===== src/rtl/latch_write_scheduler_pkg.sv =====
// Shared definitions for the latch write scheduler: FSM state encoding and
// default parameter values.
package latch_write_scheduler_pkg;

  typedef enum logic [1:0] {
    IDLE  = 2'd0,
    SETUP = 2'd1,
    OPEN  = 2'd2,
    HOLD  = 2'd3
  } state_t;

  localparam int DEF_WIDTH       = 8;
  localparam int DEF_N_REQ       = 4;
  localparam int DEF_OPEN_CYCLES = 2;
  localparam int DEF_HOLD_CYCLES = 1;

endpackage


===== src/rtl/rr_arbiter_4.sv =====
// Combinational 4-way round-robin picker: selects the first set req bit at or
// after ptr, wrapping 3 -> 0.
module rr_arbiter_4 (
  input  logic [3:0] req,
  input  logic [1:0] ptr,
  output logic [3:0] sel,
  output logic [1:0] idx,
  output logic       any
);

  always_comb begin
    idx = ptr;
    any = 1'b0;
    // Scan from farthest to nearest so the candidate closest to ptr wins.
    for (int k = 3; k >= 0; k--) begin
      if (req[ptr + 2'(k)]) begin
        idx = ptr + 2'(k);
        any = 1'b1;
      end
    end
    sel = any ? (4'b0001 << idx) : 4'b0000;
  end

endmodule


===== src/rtl/latch_write_scheduler.sv =====
// Sequences writes from N_REQ requesters into one shared level-sensitive latch
// bank as SETUP / OPEN / HOLD so the enable never opens while d moves.
module latch_write_scheduler
  import latch_write_scheduler_pkg::*;
#(
  parameter int WIDTH       = DEF_WIDTH,
  parameter int N_REQ       = DEF_N_REQ,
  parameter int OPEN_CYCLES = DEF_OPEN_CYCLES,
  parameter int HOLD_CYCLES = DEF_HOLD_CYCLES
) (
  input  logic                   clk,
  input  logic                   rst,
  input  logic [N_REQ-1:0]       req,
  input  logic [N_REQ*WIDTH-1:0] wdata,
  output logic [N_REQ-1:0]       gnt,
  output logic [N_REQ-1:0]       done,
  output logic                   busy,
  output logic [WIDTH-1:0]       latch_d,
  output logic                   latch_en
);

  localparam int CNT_MAX = (OPEN_CYCLES > HOLD_CYCLES) ? OPEN_CYCLES : HOLD_CYCLES;
  localparam int CNT_W   = (CNT_MAX > 1) ? $clog2(CNT_MAX) : 1;

  state_t             state, state_n;
  logic [CNT_W-1:0]   cnt, cnt_n;
  logic [1:0]         ptr, ptr_n;
  logic [N_REQ-1:0]   gnt_n, done_n;
  logic [WIDTH-1:0]   latch_d_n;
  logic               latch_en_n;

  logic [3:0]         arb_sel;
  logic [1:0]         arb_idx;
  logic               arb_any;

  rr_arbiter_4 u_arb (
    .req (req),
    .ptr (ptr),
    .sel (arb_sel),
    .idx (arb_idx),
    .any (arb_any)
  );

  // NOTE: sequential state uses non-blocking (<=) so every register samples
  // the pre-edge values, independent of statement order.
  always_ff @(posedge clk) begin
    if (rst) begin
      state    <= IDLE;
      cnt      <= '0;
      ptr      <= '0;
      gnt      <= '0;
      done     <= '0;
      latch_d  <= '0;
      latch_en <= 1'b0;
    end else begin
      state    <= state_n;
      cnt      <= cnt_n;
      ptr      <= ptr_n;
      gnt      <= gnt_n;
      done     <= done_n;
      latch_d  <= latch_d_n;
      latch_en <= latch_en_n;
    end
  end

  // NOTE: each combinational output gets a default first so no path leaves
  // it unassigned, which would otherwise infer a latch.
  always_comb begin
    state_n = state;
    unique case (state)
      IDLE:  if (arb_any) state_n = SETUP;
      SETUP: state_n = OPEN;
      OPEN:  if (cnt == '0) state_n = HOLD;
      HOLD:  if (cnt == '0) state_n = IDLE;
      default: state_n = IDLE;
    endcase
  end

  // Next values of the registered outputs; latch_d moves only when leaving
  // IDLE and latch_en only on SETUP->OPEN and OPEN->HOLD, so they never
  // change on the same edge.
  always_comb begin
    cnt_n      = cnt;
    ptr_n      = ptr;
    gnt_n      = gnt;
    done_n     = '0;
    latch_d_n  = latch_d;
    latch_en_n = latch_en;
    unique case (state)
      IDLE: begin
        if (arb_any) begin
          gnt_n     = arb_sel;
          latch_d_n = wdata[int'(arb_idx)*WIDTH +: WIDTH];
          ptr_n     = arb_idx + 2'd1;
        end
      end
      SETUP: begin
        latch_en_n = 1'b1;
        cnt_n      = CNT_W'(OPEN_CYCLES - 1);
      end
      OPEN: begin
        if (cnt == '0) begin
          latch_en_n = 1'b0;
          cnt_n      = CNT_W'(HOLD_CYCLES - 1);
          if (HOLD_CYCLES == 1) done_n = gnt;
        end else begin
          cnt_n = cnt - 1'b1;
        end
      end
      HOLD: begin
        if (cnt == '0) begin
          gnt_n = '0;
        end else begin
          cnt_n = cnt - 1'b1;
          if (cnt == CNT_W'(1)) done_n = gnt;
        end
      end
      default: begin
        gnt_n      = '0;
        latch_en_n = 1'b0;
      end
    endcase
  end

  assign busy = (state != IDLE);

endmodule


===== config.mk =====
export PLATFORM = sky130hd
export DESIGN_NAME = latch_write_scheduler
export DESIGN_NICKNAME = d
export VERILOG_FILES = /design/src/rtl/latch_write_scheduler_pkg.sv /design/src/rtl/rr_arbiter_4.sv /design/src/rtl/latch_write_scheduler.sv
export SDC_FILE = /design/constraint.sdc
export NUM_CORES = 1
export LEC_CHECK = 0
export ABC_AREA = 1
export BUFFER_PORTS_ARGS = -buffer_cell sky130_fd_sc_hd__buf_4
export CORE_UTILIZATION = 33
export CTS_CLUSTER_SIZE = 28
export DETAILED_ROUTE_END_ITERATION = 6
export GPL_ROUTABILITY_DRIVEN = 0
export HOLD_SLACK_MARGIN = 0.1
export SYNTH_ARGS = -nofsm -noshare
export SYNTH_HDL_FRONTEND = slang
export SYNTH_HIERARCHICAL = 1
export SYNTH_SLANG_ARGS = --single-unit

===== constraint.sdc =====
create_clock -name clk -period 3.6 [get_ports clk]
set_clock_uncertainty 0.2 [all_clocks]
set_input_delay 0.36 -clock clk [delete_from_list [all_inputs] [get_ports clk]]
set_output_delay 0.36 -clock clk [all_outputs]
set_load 0.02 [all_outputs]

# == Yosys cells after proc, flatten, opt, wreduce, memory -nomap -nowiden ==
# Index checks and enable logic that the tools add are counted.
# word_totals
in_bits,38
out_inout_bits,18
reg_bits,22
# classes
add_sub_neg,5
eq_ne,6
reduce_logical,10
shifts,2
order_cmp,4
mux,29
# op_table
op,count
$shiftx 32x6->8,1
$pmux 4 s2,2
$mux 2,7
$lt 2x3->1 const B,4
$mux 4,3
$mux 1,10
$bmux 1 s2,4
$pmux 2 s4,1
$reduce_bool 2->1,4
$ne 2x2->1 const B,3
$reduce_and 2->1,3
$add 2x1->2 const B,2
$add 2x2->2 const B,2
$eq 2x2->1 const B,2
$pmux 1 s2,2
$shl 1x2->4 const A,1
$reduce_and 3->1,1
$eq 2x1->1 const B,1
$logic_not 2->1,1
$reduce_or 2->1,1
$sub 1x1->1 const B,1

# == Longest topological paths before layout ==
# Gate-level depths: netlist of the first run.
# logic_depth
word_depth,10
ltp_mapped,19
mapped_depth_nobuf,16

# == Hierarchy ==
# Netlist of the first run, hierarchy kept.
# modules_own_cells
module,area_each_um2,cells_each,seq_area_each_um2,instances
latch_write_scheduler,1228.7,176,440.4,1
rr_arbiter_4,316.6,60,0.0,1

# == Worst setup path before layout of the first run ==
# No wires, ideal clock.
# synth_timing
path_kind,register to register
start,register ptr[0]
end,register latch_d[0]
period_less_slack_ns,1.878
required_time_ns,3.278
path_buffers,2
arrival_time_ns,1.557
setup_slack_ns,1.722
setup_ns,0.122
path_stages_with_launch,16
cell_sequence,dfxtp_1 -> buf_6 -> inv_8 -> nand2_2 -> nand2_2 -> nand2_2 -> nand2_2 -> inv_2 -> nand3_1 -> nand3_1 -> nand2_2 -> buf_2 -> inv_1 -> nand3_1 -> nand2_1 -> a21oi_2
# synth_via
elab_chain_cells,8
# synth_lines
item,line_no,source
start: declaration,latch_write_scheduler.sv:27,"logic [1:0] ptr, ptr_n;"
start signal: assignment,latch_write_scheduler.sv:58,ptr <= ptr_n;
$add 2x2->2,"rr_arbiter_4.sv:16, rr_arbiter_4.sv:17",
$bmux 1 s2,rr_arbiter_4.sv:16,if (req[ptr + 2'(k)]) begin
$mux 1 (not written as such),rr_arbiter_4.sv:16,
$mux 2 (3 in a row),rr_arbiter_4.sv:16,
$mux 2 *,rr_arbiter_4.sv:16,
net arb_idx[1],latch_write_scheduler.sv:33,logic [1:0] arb_idx;
$shiftx 32x6->8 *,latch_write_scheduler.sv:93,latch_d_n = wdata[int'(arb_idx)*WIDTH +: WIDTH];
end signal: assignment,latch_write_scheduler.sv:61,latch_d <= latch_d_n;
end: declaration,latch_write_scheduler.sv:18,"output logic [WIDTH-1:0] latch_d,"
# The timed path passes the listed nets; every way through them passes the cells marked *. The select of a mux whose other input is x is not followed.
# A chain may end at the register's enable or synchronous reset.

# == Worst setup path after layout of the first run ==
# layout_timing
start,register ptr[0]
end,register latch_d[4]
# The elaborated chain is that of the path after synthesis.

==> results of run 1 <==
-- state kept, by name, summed over array words and instances (netlist names) --
register	cells
cnt	1
latch_en	1
done	4
gnt	4
ptr	2
latch_d	8
state	2
-- synthesized netlist by cell type --
cell      count  area share [%]
nand3_2       2             1.3
o21ai_1       2            0.65
nor2_1       15             3.6
inv_1        19             4.6
a21boi_1      1            0.49
inv_8         1            0.73
nand2_2      24             9.7
nand2_1      66              16
ha_1          6             4.9
a21oi_1       5             1.6
inv_6         1            0.57
o21ai_0      12             3.9
nand3_1      35              11
inv_2         8             1.9
a21oi_2       7             4.0
xnor2_1       1            0.57
dfxtp_1      22              29
nand4_1       1            0.41
buf_4         1            0.49
buf_2         1            0.32
buf_6         6             4.4
-- path summary, 6_finish.rpt --
check	cells past startpoint	endpoint	slack, ns	from
worst max-delay path	15	latch_d[4]	1.31	ptr[0]
worst min register to register	2	done[1]	0.26	gnt[1]
worst min-delay path	2	gnt[3]	0.11	rst
worst max register to register	15	latch_d[4]	1.31	ptr[0]
-- logic make-up (layout without fill, tap and decap cells) --
logic type	Yosys count	in the layout	share of synthesized area (%)
AND/OR/NAND/NOR	143	143	42.43
buffers and inverters	37	88	13.04
AO/OA/AOI/OAI	27	27	10.61
flip-flops	22	22	28.50
adder cells (fa/ha/maj)	6	6	4.858
XOR/XNOR	1	1	0.5669
-- metrics by stage --
step	setup WS [ns]	cell area (µm²)	instances
finish	1.314	1998	339
global route	1.114	1998	339
CTS	1.304	1998	339
detailed placement	1.319	1943	335
global placement	1.304	1943	335
floorplan	1.722	1545	236
-- layout make-up --
class | instances | share of cell area (%)
Multi-Input combinational cell | 177 | 45.21
Timing Repair Buffer | 55 | 20.66
Inverter | 29 | 6.074
Clock buffer | 4 | 2.755
Tap cell | 52 | 3.256
Sequential cell | 22 | 22.04
-- routing by layer --
layer  share of wire (%)  GRT usage, %  up-vias
met5                   0             0        -
li1                    -             -      845
met3                 5.5         2.309        2
met4                0.24         2.000        0
met2                  41         21.80       49
met1                  53         18.96      607
-- cell usage in the layout, fill, tap and decap left out, types with 4 or more instances in the layout --
cell / instances
nor2_1: 15
clkbuf_8: 4
buf_4: 55
inv_2: 8
o21ai_0: 12
dfxtp_1: 22
nand2_2: 24
ha_1: 6
inv_1: 19
a21oi_1: 5
nand3_1: 35
a21oi_2: 7
nand2_1: 66
-- power by group --
| part | switching, W | internal [W] |
|---|---|---|
| Clock | 0.0000773 | 0.0000973 |
| Sequential | 0.0000769 | 0.000330 |
| Combinational | 0.000797 | 0.000443 |
==> run metrics, run 1 <==
Final Routed Wirelength=3319 µm; initial antenna violation count=0; Hold WC Path Type=in2reg; DR DRC count=0; CTS tree=built; endpoints failing setup=0; Final nets=332; Antenna Violating Nets Remaining=0; share of cells above drive strength 1=between 30 and 40%; die area=between 0.004 and 0.005 mm²; Layout fillers=~450; CTS Sinks=22; leak pwr=1.029 nW; Top cell by count, worst path=nand2_2; via count=approximately 1500; post-CTS setup buffer count=0; Setup TNS Final=0 ns; Bufs and invs on worst path=3; CTS HTree Levels=1; Tot Pwr=0.001822 W; post-CTS sizing=0; Max IR drop VDD=around 0.29 mV; P&R area growth vs syn=29.31%; first-pass GRT wire length=~5600 µm; PortBufs=55; cell area after synthesis=0.001545 mm²; max-cap violation count=0; synthesized area per cell=between 6 and 7 µm²; initial core utilization=35.01%; max-slew violations=0; Crit. End Element=flip-flop; Overflow after GRT=0; clock-pin slew on the worst setup and hold paths=0.08 ns; largest stage delay on the critical path=0.60 ns; Max stage delay cell, worst path=dfxtp_1; Mapped Cells=236; vias in the first global route=1339; die width=70.43 µm; Clock Latency Late Sink=around 0.26 ns; Max Clock Freq=437.5 MHz; Multi-input gate area=903.4 µm²; Clock Tree Buf Depth=2; Seq cells post-synth=22; Power Density=911.7 mW/mm²; total core area=between 0.004 and 0.005 mm²; Slew headroom=between 70% and 80%; Post-Route Utilization=45.27%; Tcrit/Tclk final=63.49%; largest net degree at the start of global routing=21; crit path DAT=2.25 ns; n_diodes=0; gr usage total=between 10% and 20%; DRT Pass-1 Iters=4; Cell Chain, Critical Path=nand2_1 > nand2_2 > nand2_2 > nand2_2 > inv_2 > nand2_2 > nand3_2 > nand2_2 > nand2_2 > inv_6 > nand2_1 > nand3_1 > nand3_1 > nand2_1 > inv_1; Crit Path Max Fanout=20; RSZ-0062 raised after global routing=false; CP Launch Type=flip-flop; WP data required=3.56 ns; crit path time final=2.286 ns; hold slack=roughly 0.11 ns; Worst-Margin Slew=0.4466 ns; routed len/inst=roughly 9.8 µm; CTS Hold Bufs=0; CTS root buf=clkbuf_8; status=finished, final reports clean; via/cell ratio=4.434; DRT iter0 DRCs=38; Ys Warns=6; I/O pin count=56; hpwl dp=2701 µm; post-synthesis sequential area ratio=28.50%; CTS Buf Count=3; Synth cell types=21; std cell rows=24; die height=70.43 µm; post-synth net total=280; CP delay by family, top=simple AND/OR/NAND/NOR gates; Worst Path Class, Setup=reg2reg; Seq. cell area=440.4 µm²; Hold Fails Final Rpt=0
(Power assumes the default switching activity.)
==> run 2, diff against run 1 <==
Clock period 3.6 ns to 2.4 ns, I/O delays scaled along.
==> run metrics, run 2 (synthesis results as in run 1) <==
Power Density=1385 mW/mm² (was 911.7 mW/mm²); Slew headroom=75.32% (was 70.19%); routed len/inst=10.02 µm (was 9.791 µm); max-cap violation count=0 (unchanged); via/cell ratio=4.567 (was 4.434); total core area=0.004414 mm² (unchanged); reg2reg start=ptr[0] (unchanged); CTS root buf=clkbuf_8 (unchanged); DRT iter0 DRCs=65 (was 38); n_diodes=0 (unchanged); Crit. End Element=flip-flop (unchanged); crit path DAT=2.16 ns (was 2.25 ns); largest stage delay on the critical path=0.33 ns (was 0.60 ns); Max stage delay cell, worst path=dfxtp_1 (unchanged); gr usage total=14.83% (was 13.47%); commonest non-fill, non-tap cell in the layout=nand2_1 (unchanged); WP data required=2.40 ns (was 3.56 ns); initial core utilization=35.01% (unchanged); Hold Fails Final Rpt=0 (unchanged); max reg flops=8 (unchanged); DRT Pass-1 Iters=4 (unchanged); Hold WC Path Type=in2reg (unchanged); Critical path destination=latch_d[2] (was latch_d[4]); CP delay by family, top=simple AND/OR/NAND/NOR gates (unchanged); Setup TNS Final=0 ns (unchanged); clock-pin slew on the worst setup and hold paths=0.08 ns (about the same); std cell rows=24 (unchanged); initial antenna violation count=0 (unchanged); Final Routed Wirelength=3447 µm (was 3319 µm); max-slew violations=0 (unchanged); CTS Buf Count=3 (unchanged); Final nets=337 (was 332); Clock Latency Late Sink=0.26 ns (about the same); hpwl dp=2734 µm (was 2701 µm); CP Launch Type=flip-flop (unchanged); Regs by FF count=latch_d (8), done (4), gnt (4) (unchanged); leak pwr=1.052 nW (was 1.029 nW); FF-to-FF End=latch_d[2] (was latch_d[4]); RSZ-0062 raised after global routing=false (unchanged); via count=1571 (was 1503); DP Area=0.001973 mm² (was 0.001943 mm²); Max Clock Freq=463.5 MHz (was 437.5 MHz); CTS HTree Levels=1 (unchanged); Tcrit/Tclk final=89.89% (was 63.49%); Worst path depth=15 (unchanged); Overflow after GRT=0 (unchanged); Bufs and invs on worst path=4 (was 3); Worst-Margin Slew=0.3697 ns (was 0.4466 ns); crit path time final=2.157 ns (was 2.286 ns); endpoints failing setup=0 (unchanged); die height=70.43 µm (unchanged); setup slack, reg-to-reg=0.24 ns (was 1.31 ns); die width=70.43 µm (unchanged); Layout fillers=442 (was 452); first-pass GRT wire length=5996 µm (was 5637 µm); Cell Chain, Critical Path=buf_4 > inv_8 > nand2_2 > nand3_1 > nand2_1 > inv_1 > nand2_1 > nand2_1 > nand3_2 > nand2_2 > buf_4 > nand2_1 > nand3_1 > nand2_1 > a21oi_2 (was nand2_1 > nand2_2 > nand2_2 > nand2_2 > inv_2 > nand2_2 > nand3_2 > nand2_2 > nand2_2 > inv_6 > nand2_1 > nand3_1 > nand3_1 > nand2_1 > inv_1); crit path from=ptr[0] (unchanged); share of cells above drive strength 1=36.30% (was 35.54%); Top cell by count, worst path=nand2_1 (was nand2_2); post-CTS setup buffer count=0 (unchanged); Antenna Violating Nets Remaining=0 (unchanged); P&R area growth vs syn=31.90% (was 29.31%); Worst Path Class, Setup=reg2reg (unchanged); Post-Route Utilization=46.17% (was 45.27%); DR DRC count=0 (unchanged); most frequent cells in the layout=nand2_1, buf_4, nand3_1 (unchanged); I/O pin count=56 (unchanged); Crit Path Max Fanout=12 (was 20); status=finished, final reports clean (unchanged); post-CTS sizing=0 (unchanged); R2R depth=15 (unchanged); CTS tree=built (unchanged); PortBufs=55 (unchanged); Clock Tree Buf Depth=2 (unchanged); die area=0.004960 mm² (unchanged); final instance area=0.002038 mm² (was 0.001998 mm²); CTS Sinks=22 (unchanged); largest net degree at the start of global routing=21 (unchanged); Max IR drop VDD=0.5531 mV (was 0.2911 mV); vias in the first global route=1386 (was 1339); Top reg by flops=latch_d (unchanged)
## run 2: how the worst min path moves through the flow
stage	start	to	slack [ns]	cells after the start
floorplan	rst	cnt	0.11	1
global placement	gnt[3]	done[3]	0.25	2
detailed placement	gnt[2]	done[2]	0.25	2
CTS	wdata[16]	latch_d[0]	0.13	5
global route	wdata[21]	latch_d[5]	0.15	5
finish	wdata[23]	latch_d[7]	0.14	5
## run 2: tightest hold or removal path, delay by kind of cell
family                 cells  cell delay (ns)
AO/OA/AOI/OAI              1             0.10
AND/OR/NAND/NOR            3             0.15
buffers and inverters      1             0.08
## run 2: layout make-up
type	count	area, µm²	area share, %
sequential	22	440.4	21.61
tap	52	65.06	3.192
multi-input combinational	177	903.4	44.32
inverter	29	121.4	5.955
clock buffer	4	55.05	2.701
timing repair buffer	60	452.9	22.22
## run 2: report_power, final
group	internal (W)	switching (W)	leakage [nW]	total, W
Combinational	0.000721	0.00124	0.842	0.00196
Sequential	0.000495	0.0000977	0.181	0.000593
Clock	0.000146	0.000122	0.0288	0.000268
## run 2: per-layer routing
layer	vias to the layer above	GRT usage [%]	wire length [µm]
met5	-	0	0
met4	0	5.111	43
met3	7	2.453	241
met2	67	23.92	1447
met1	640	19.84	1714
li1	857	-	-
## run 2: repair_timing
action	in CTS	in global routing
endpoints found under the hold margin	6	0
hold buffers	1	0
setup endpoints to repair	0	0
## run 2: stage by stage
stage / worst slack (ns) / cells / power [W] / hold slack, ns
after CTS: 0.2333 / 344 / 0.002853 / 0.1312
after global routing: 0.05368 / 344 / 0.003146 / 0.1463
after floorplan: 0.5216 / 236 / 0.002232 / 0.1091
after detailed placement: 0.2711 / 339 / 0.002575 / 0.2523
final: 0.2425 / 344 / 0.002822 / 0.1367
after global placement: 0.2845 / 339 / 0.002573 / 0.2511
